**config.mk**
```make
export PLATFORM = sky130hd
export DESIGN_NAME = cache_miss_ctrl
export DESIGN_NICKNAME = d
export VERILOG_FILES = /design/src/rtl/cache_pkg.sv /design/src/rtl/cache_wait_timer.sv /design/src/rtl/cache_miss_ctrl.sv
export SDC_FILE = /design/constraint.sdc
export NUM_CORES = 1
export LEC_CHECK = 0
export ABC_CLOCK_PERIOD_IN_PS = 3400
export CAP_MARGIN = 5
export CORE_MARGIN = 2
export CORE_UTILIZATION = 47
export DETAILED_ROUTE_END_ITERATION = 10
export PLACE_DENSITY = 0.93
export SKIP_LAST_GASP = 1
export SYNTH_ARGS = -nofsm -noshare
export SYNTH_HDL_FRONTEND = slang
export SYNTH_SLANG_ARGS = --single-unit
```
**constraint.sdc**
```tcl
create_clock -name clock -period 3.4 [get_ports clock]
set_input_delay 0.51 -clock clock [delete_from_list [all_inputs] [get_ports clock]]
set_output_delay 0.51 -clock clock [all_outputs]
set_load 0.05 [all_outputs]
```
**src/rtl/cache_pkg.sv**
```systemverilog
// cache_pkg: shared definitions for the cache miss controller.
//   miss_state_e : miss-handling FSM state encoding
//   clog2        : index-width helper used for parameter defaults
//   WAIT_CNT_W   : width of the optional wait counter
//   WAIT_LAST    : counter value seen in the 255th waiting cycle
package cache_pkg;

    typedef enum logic [2:0] {
        IDLE      = 3'd0,
        VICTIM    = 3'd1,
        WRITEBACK = 3'd2,
        FILL      = 3'd3,
        UPDATE    = 3'd4
    } miss_state_e;

    localparam int unsigned WAIT_CNT_W = 8;

    // The counter starts at 0 in the first waiting cycle, so it holds 254
    // in the 255th; the wait is aborted at the end of that cycle.
    localparam logic [WAIT_CNT_W-1:0] WAIT_LAST = WAIT_CNT_W'(254);

    // Ceiling log2, never less than 1 so index ports keep a legal width.
    function automatic int unsigned clog2(input int unsigned value);
        int unsigned width;
        width = 0;
        for (int unsigned i = 0; i < 32; i++) begin
            if ((32'd1 << i) < value) begin
                width = i + 1;
            end
        end
        return (width == 0) ? 1 : width;
    endfunction

endpackage

```
**src/rtl/cache_wait_timer.sv**
```systemverilog
// cache_wait_timer: wait-cycle counter for the miss controller, only
// instantiated when CACHE_MISS_TIMEOUT_EN is defined.
//   clock, reset : clock and synchronous active-high reset
//   clear        : zero the count (entry into a wait state)
//   enable       : advance the count by one this cycle
//   count        : current wait count
module cache_wait_timer
    import cache_pkg::*;
(
    input  logic                  clock,
    input  logic                  reset,
    input  logic                  clear,
    input  logic                  enable,
    output logic [WAIT_CNT_W-1:0] count
);

    // Clear wins over enable so a fresh wait always starts from 0.
    always_ff @(posedge clock) begin
        if (reset) begin
            count <= '0;
        end else if (clear) begin
            count <= '0;
        end else if (enable) begin
            count <= count + WAIT_CNT_W'(1);
        end
    end

endmodule

```
**src/rtl/cache_miss_ctrl.sv**
```systemverilog
// cache_miss_ctrl: sequences a cache miss through victim selection, optional
// write-back, refill and LRU update; touches the LRU directly on hits.
// Optional feature macro: CACHE_MISS_TIMEOUT_EN (bounded waits, timeout_err).
//   clock, reset          : clock, synchronous active-high reset
//   lookup_*              : tag lookup result from the pipeline
//   victim_req/set        : LRU victim query (victim_set is combinational)
//   victim_way/dirty      : LRU answer, valid in the victim_req cycle
//   wb_req/set/way/ack    : write-back handshake
//   fill_req/set/way/ack  : refill handshake
//   update_req/set/way    : LRU touch
//   busy, miss_done       : miss in progress, completion pulse
//   timeout_err           : pulse when a wait is aborted (0 without the macro)
module cache_miss_ctrl
    import cache_pkg::*;
#(
    parameter int unsigned NUM_SET        = 2,
    parameter int unsigned WAYS_PER_SET   = 2,
    parameter int unsigned NUM_SET_W      = clog2(NUM_SET),
    parameter int unsigned WAYS_PER_SET_W = clog2(WAYS_PER_SET)
) (
    input  logic                      clock,
    input  logic                      reset,
    input  logic                      lookup_valid,
    input  logic [NUM_SET_W-1:0]      lookup_set,
    input  logic                      lookup_hit,
    input  logic [WAYS_PER_SET_W-1:0] lookup_hit_way,
    output logic                      victim_req,
    output logic [NUM_SET_W-1:0]      victim_set,
    input  logic [WAYS_PER_SET_W-1:0] victim_way,
    input  logic                      victim_dirty,
    output logic                      wb_req,
    output logic [NUM_SET_W-1:0]      wb_set,
    output logic [WAYS_PER_SET_W-1:0] wb_way,
    input  logic                      wb_ack,
    output logic                      fill_req,
    output logic [NUM_SET_W-1:0]      fill_set,
    output logic [WAYS_PER_SET_W-1:0] fill_way,
    input  logic                      fill_ack,
    output logic                      update_req,
    output logic [NUM_SET_W-1:0]      update_set,
    output logic [WAYS_PER_SET_W-1:0] update_way,
    output logic                      busy,
    output logic                      miss_done,
    output logic                      timeout_err
);

    miss_state_e          state;
    logic [NUM_SET_W-1:0] miss_set;
    logic                 wait_expired;

    // The LRU answers combinationally, so the set is presented only while querying.
    assign victim_set = (state == VICTIM) ? miss_set : '0;

`ifdef CACHE_MISS_TIMEOUT_EN
    logic [WAIT_CNT_W-1:0] wait_count;
    logic                  wait_clear;
    logic                  wait_enable;

    // Restart the count on every entry into WRITEBACK or FILL.
    assign wait_clear  = (state == VICTIM) || ((state == WRITEBACK) && wb_ack);
    assign wait_enable = (state == WRITEBACK) || (state == FILL);

    cache_wait_timer u_wait_timer (
        .clock  (clock),
        .reset  (reset),
        .clear  (wait_clear),
        .enable (wait_enable),
        .count  (wait_count)
    );

    assign wait_expired = wait_enable && (wait_count == WAIT_LAST);
`else
    assign wait_expired = 1'b0;
`endif

    // Miss FSM with all outputs registered alongside the state.
    always_ff @(posedge clock) begin
        if (reset) begin
            state       <= IDLE;
            miss_set    <= '0;
            victim_req  <= 1'b0;
            wb_req      <= 1'b0;
            wb_set      <= '0;
            wb_way      <= '0;
            fill_req    <= 1'b0;
            fill_set    <= '0;
            fill_way    <= '0;
            update_req  <= 1'b0;
            update_set  <= '0;
            update_way  <= '0;
            busy        <= 1'b0;
            miss_done   <= 1'b0;
            timeout_err <= 1'b0;
        end else begin
            update_req  <= 1'b0;
            miss_done   <= 1'b0;
            timeout_err <= 1'b0;
            unique case (state)
                IDLE: begin
                    if (lookup_valid && lookup_hit) begin
                        update_req <= 1'b1;
                        update_set <= lookup_set;
                        update_way <= lookup_hit_way;
                    end else if (lookup_valid) begin
                        miss_set   <= lookup_set;
                        victim_req <= 1'b1;
                        busy       <= 1'b1;
                        state      <= VICTIM;
                    end
                end
                VICTIM: begin
                    // Victim way/dirty are only valid in this cycle.
                    victim_req <= 1'b0;
                    if (victim_dirty) begin
                        wb_req <= 1'b1;
                        wb_set <= miss_set;
                        wb_way <= victim_way;
                        state  <= WRITEBACK;
                    end else begin
                        fill_req <= 1'b1;
                        fill_set <= miss_set;
                        fill_way <= victim_way;
                        state    <= FILL;
                    end
                end
                WRITEBACK: begin
                    if (wb_ack) begin
                        wb_req   <= 1'b0;
                        fill_req <= 1'b1;
                        fill_set <= wb_set;
                        fill_way <= wb_way;
                        state    <= FILL;
                    end else if (wait_expired) begin
                        wb_req      <= 1'b0;
                        busy        <= 1'b0;
                        timeout_err <= 1'b1;
                        state       <= IDLE;
                    end
                end
                FILL: begin
                    if (fill_ack) begin
                        fill_req   <= 1'b0;
                        update_req <= 1'b1;
                        update_set <= fill_set;
                        update_way <= fill_way;
                        miss_done  <= 1'b1;
                        state      <= UPDATE;
                    end else if (wait_expired) begin
                        fill_req    <= 1'b0;
                        busy        <= 1'b0;
                        timeout_err <= 1'b1;
                        state       <= IDLE;
                    end
                end
                UPDATE: begin
                    busy  <= 1'b0;
                    state <= IDLE;
                end
                default: begin
                    state <= IDLE;
                end
            endcase
        end
    end

endmodule

```
==> reports/metrics.yaml <==
floorplanning:
  io_pins: 24
  start_util_pct: 49.6
  die_x_um: 43.4
  core_area_um2: 1470
  rows: 14
  dieArea_um2: 1880
  die_h_um: 43.4
sta:
  skew_ns: 0.00572
  finalCriticalPeriod_ns: 2.47
  fmax_mhz: 406
  drv_slew: 0
  fin_crit_sh_pct: 72.5
  slew-limit-headroom_pct: 63.4
  tightest_slew_ns: 0.548
  rsz0062_at_grt: "false"
  setup_tns_ns: 0
  hold_violations: 0
  layout_setup_ws_ns: 0.934
  setup_viol: 0
status:
  outcome: "complete, no violations"
synthesis:
  synthDistinctLibCells: 27
  synthFlopType: "dfxtp_1"
  synth_top_family_by_area: "simple AND/OR/NAND/NOR gates"
  ys_ff_latch: 16
  synth_common_cells: "16 x dfxtp_1, 14 x nor2_1, 5 x mux2i_1"
  synth_compound_area_share_pct: 14.4
  syn_area_per_cell_um2: 9.12
  synth-simple-area-share_pct: 24.5
  netlist_area_um2: 729
  syn_inst: 80
  synthAdderAreaFrac_pct: 0
  synth.area.top_cells: "dfxtp_1 44%, nor2_1 7.2%, mux2i_1 6.9%, a211oi_1 4.1%, mux4_1 3.6%"
  synth_xor_area_share_pct: 0
  synth_edf_count: 0
  synth_async_sr_flop_share_pct: 0
  ys.warnings.count: 0
  seq_area_frac_synth_pct: 43.9
  synth_top_area_share_pct: 43.9
  muxShareOfSynthArea_pct: 10.5
  synth_top_cell_by_area: "dfxtp_1"
  syn-num-nets: 90
  synth_most_common_cell: "dfxtp_1"
global_route:
  grt-ovfl-total: 0
  grt_max_degree: 17
  grt_usage_pct: 16.6
  grt_pass1_wl_um: 2350
  grt_pass1_vias: 573
  antenna_found_initial: 0
layout:
  largest_reg_flops: 3
  area_growth_pct: 31.9
  finalNetCount: 112
  top_register: "state"
  n_antenna_cell: 0
  drive_gt1_share_pct: 7.00
clock_network:
  cts_tree: "done"
  htreeDepth: 1
  clock_path_buffers: 2
  postCtsResizedCells: 0
  cts_made_buffers: 3
  clk_latency_ns: 0.27
  cts_hold_buffers: 0
  cts.sinks: 16
  post_cts_buffers: 0
  clk_pin_slew_worst_paths_ns: 0.08
  cts.root.buffer_cell: "clkbuf_4"
placement:
  io_buffers: 22
  gp_congestion: 0.786
  pre_cts_ws_ns: 1.25
  dpl.hpwl_um: 1080
critical_path:
  worstSetupStartpointType: "flop"
  cp-end-kind: "output pin"
  critPathKind: "flop to output pin"
  arrival_ns: 1.96
  cp_data_required_time_ns: 2.89
  crit_path_max_fanout: 13
power:
  vdd_drop_max_uv: 321
  p_leak_nw: 0.371
  p_per_area_nw_per_um2: 438
routing:
  first_iter_violations: 19
  drt_wl_total_um: 1440
  drc_errors: 0
  via_per_inst: 5.48
  num_vias: 636
  drt-pass1-iter-count: 4
  wire_per_inst_um: 12.4
  postRouteAntennaNets: 0
hold_path:
  hold_class: "flop to flop"
run:
  drv_cap: 0
[final cells by class]
class / count / area, um2
Inverter: 4 / 15.0
Tap cell: 16 / 20.0
Fill cell: 125 / 509
Clock buffer: 3 / 22.5
Multi-Input combinational cell: 55 / 364
Timing Repair Buffer: 22 / 220
Sequential cell: 16 / 320
[final timing paths]
path / start / end / slack, ns / depth (start not counted)
hold reg to reg: fill_req / fill_req / 0.48 / 1
setup / recovery: state[2] / victim_set / 0.93 / 3
hold / removal: fill_req / fill_req / 0.48 / 1
setup reg to reg: state[0] / fill_way / 1.76 / 4
[where the power goes]
group          internal (mW)  total (mW)  switching (mW)
registers              0.200       0.213          0.0129
logic                 0.0458       0.113          0.0670
clock network         0.0409      0.0954          0.0545
[layout by cell type, fill, tap and decap left out]
cell,synthesis,layout
clkdlybuf4s50_1,0,22
dfxtp_1,16,16
nor2_1,14,14
mux2i_1,5,5
inv_1,4,4
nor3_1,4,4
a211oi_1,4,4
nand2_1,3,3
a311oi_1,3,3
clkbuf_4,0,3
and3_1,2,2
a21oi_1,2,2
nand2b_1,2,2
o21ai_0,2,2
a31oi_1,2,2
nor4_1,2,2
or2b_2,1,1
nand3_1,1,1
o21a_1,1,1
or4b_4,1,1
o21ai_2,1,1
nand4bb_2,1,1
nor2b_1,1,1
mux4_1,1,1
nand3b_1,1,1
conb_1,1,1
[cell families (layout without fill, tap and decap cells)]
logic type,after synthesis,in the layout
other,1,1
buffers and inverters,9,29
and+or+nand+nor,33,33
DFF,16,16
muxes,6,6
AOI/OAI and AO/OA,15,15
[per-stage QoR]
stage	utilization, %	cells	total power, mW	hold slack, ns	instance area, um2
after global routing	65.4	116	0.441	0.499	962
after global placement	63.9	113	0.327	0.456	940
after CTS	65.4	116	0.424	0.486	962
final	65.4	116	0.421	0.480	962
after detailed placement	63.9	113	0.330	0.458	940
after floorplan	-	80	0.294	0.490	729
[critical path: stages (launching register included)]
cell	delay [ns]
dfxtp_1	0.43
nor2_1	0.27
and3_1	0.19
clkdlybuf4s50_1	0.80
[routing by layer]
metal	global-route usage, %	routed length (um)	up-vias	share of wire, %
li1	-	-	324	-
met3	4.17	86	4	6.0
met1	21.1	691	285	48
met5	0	0	-	0
met4	9.09	19	0	1.3
met2	26.0	645	23	45
Power figures use the tool's default switching activity.
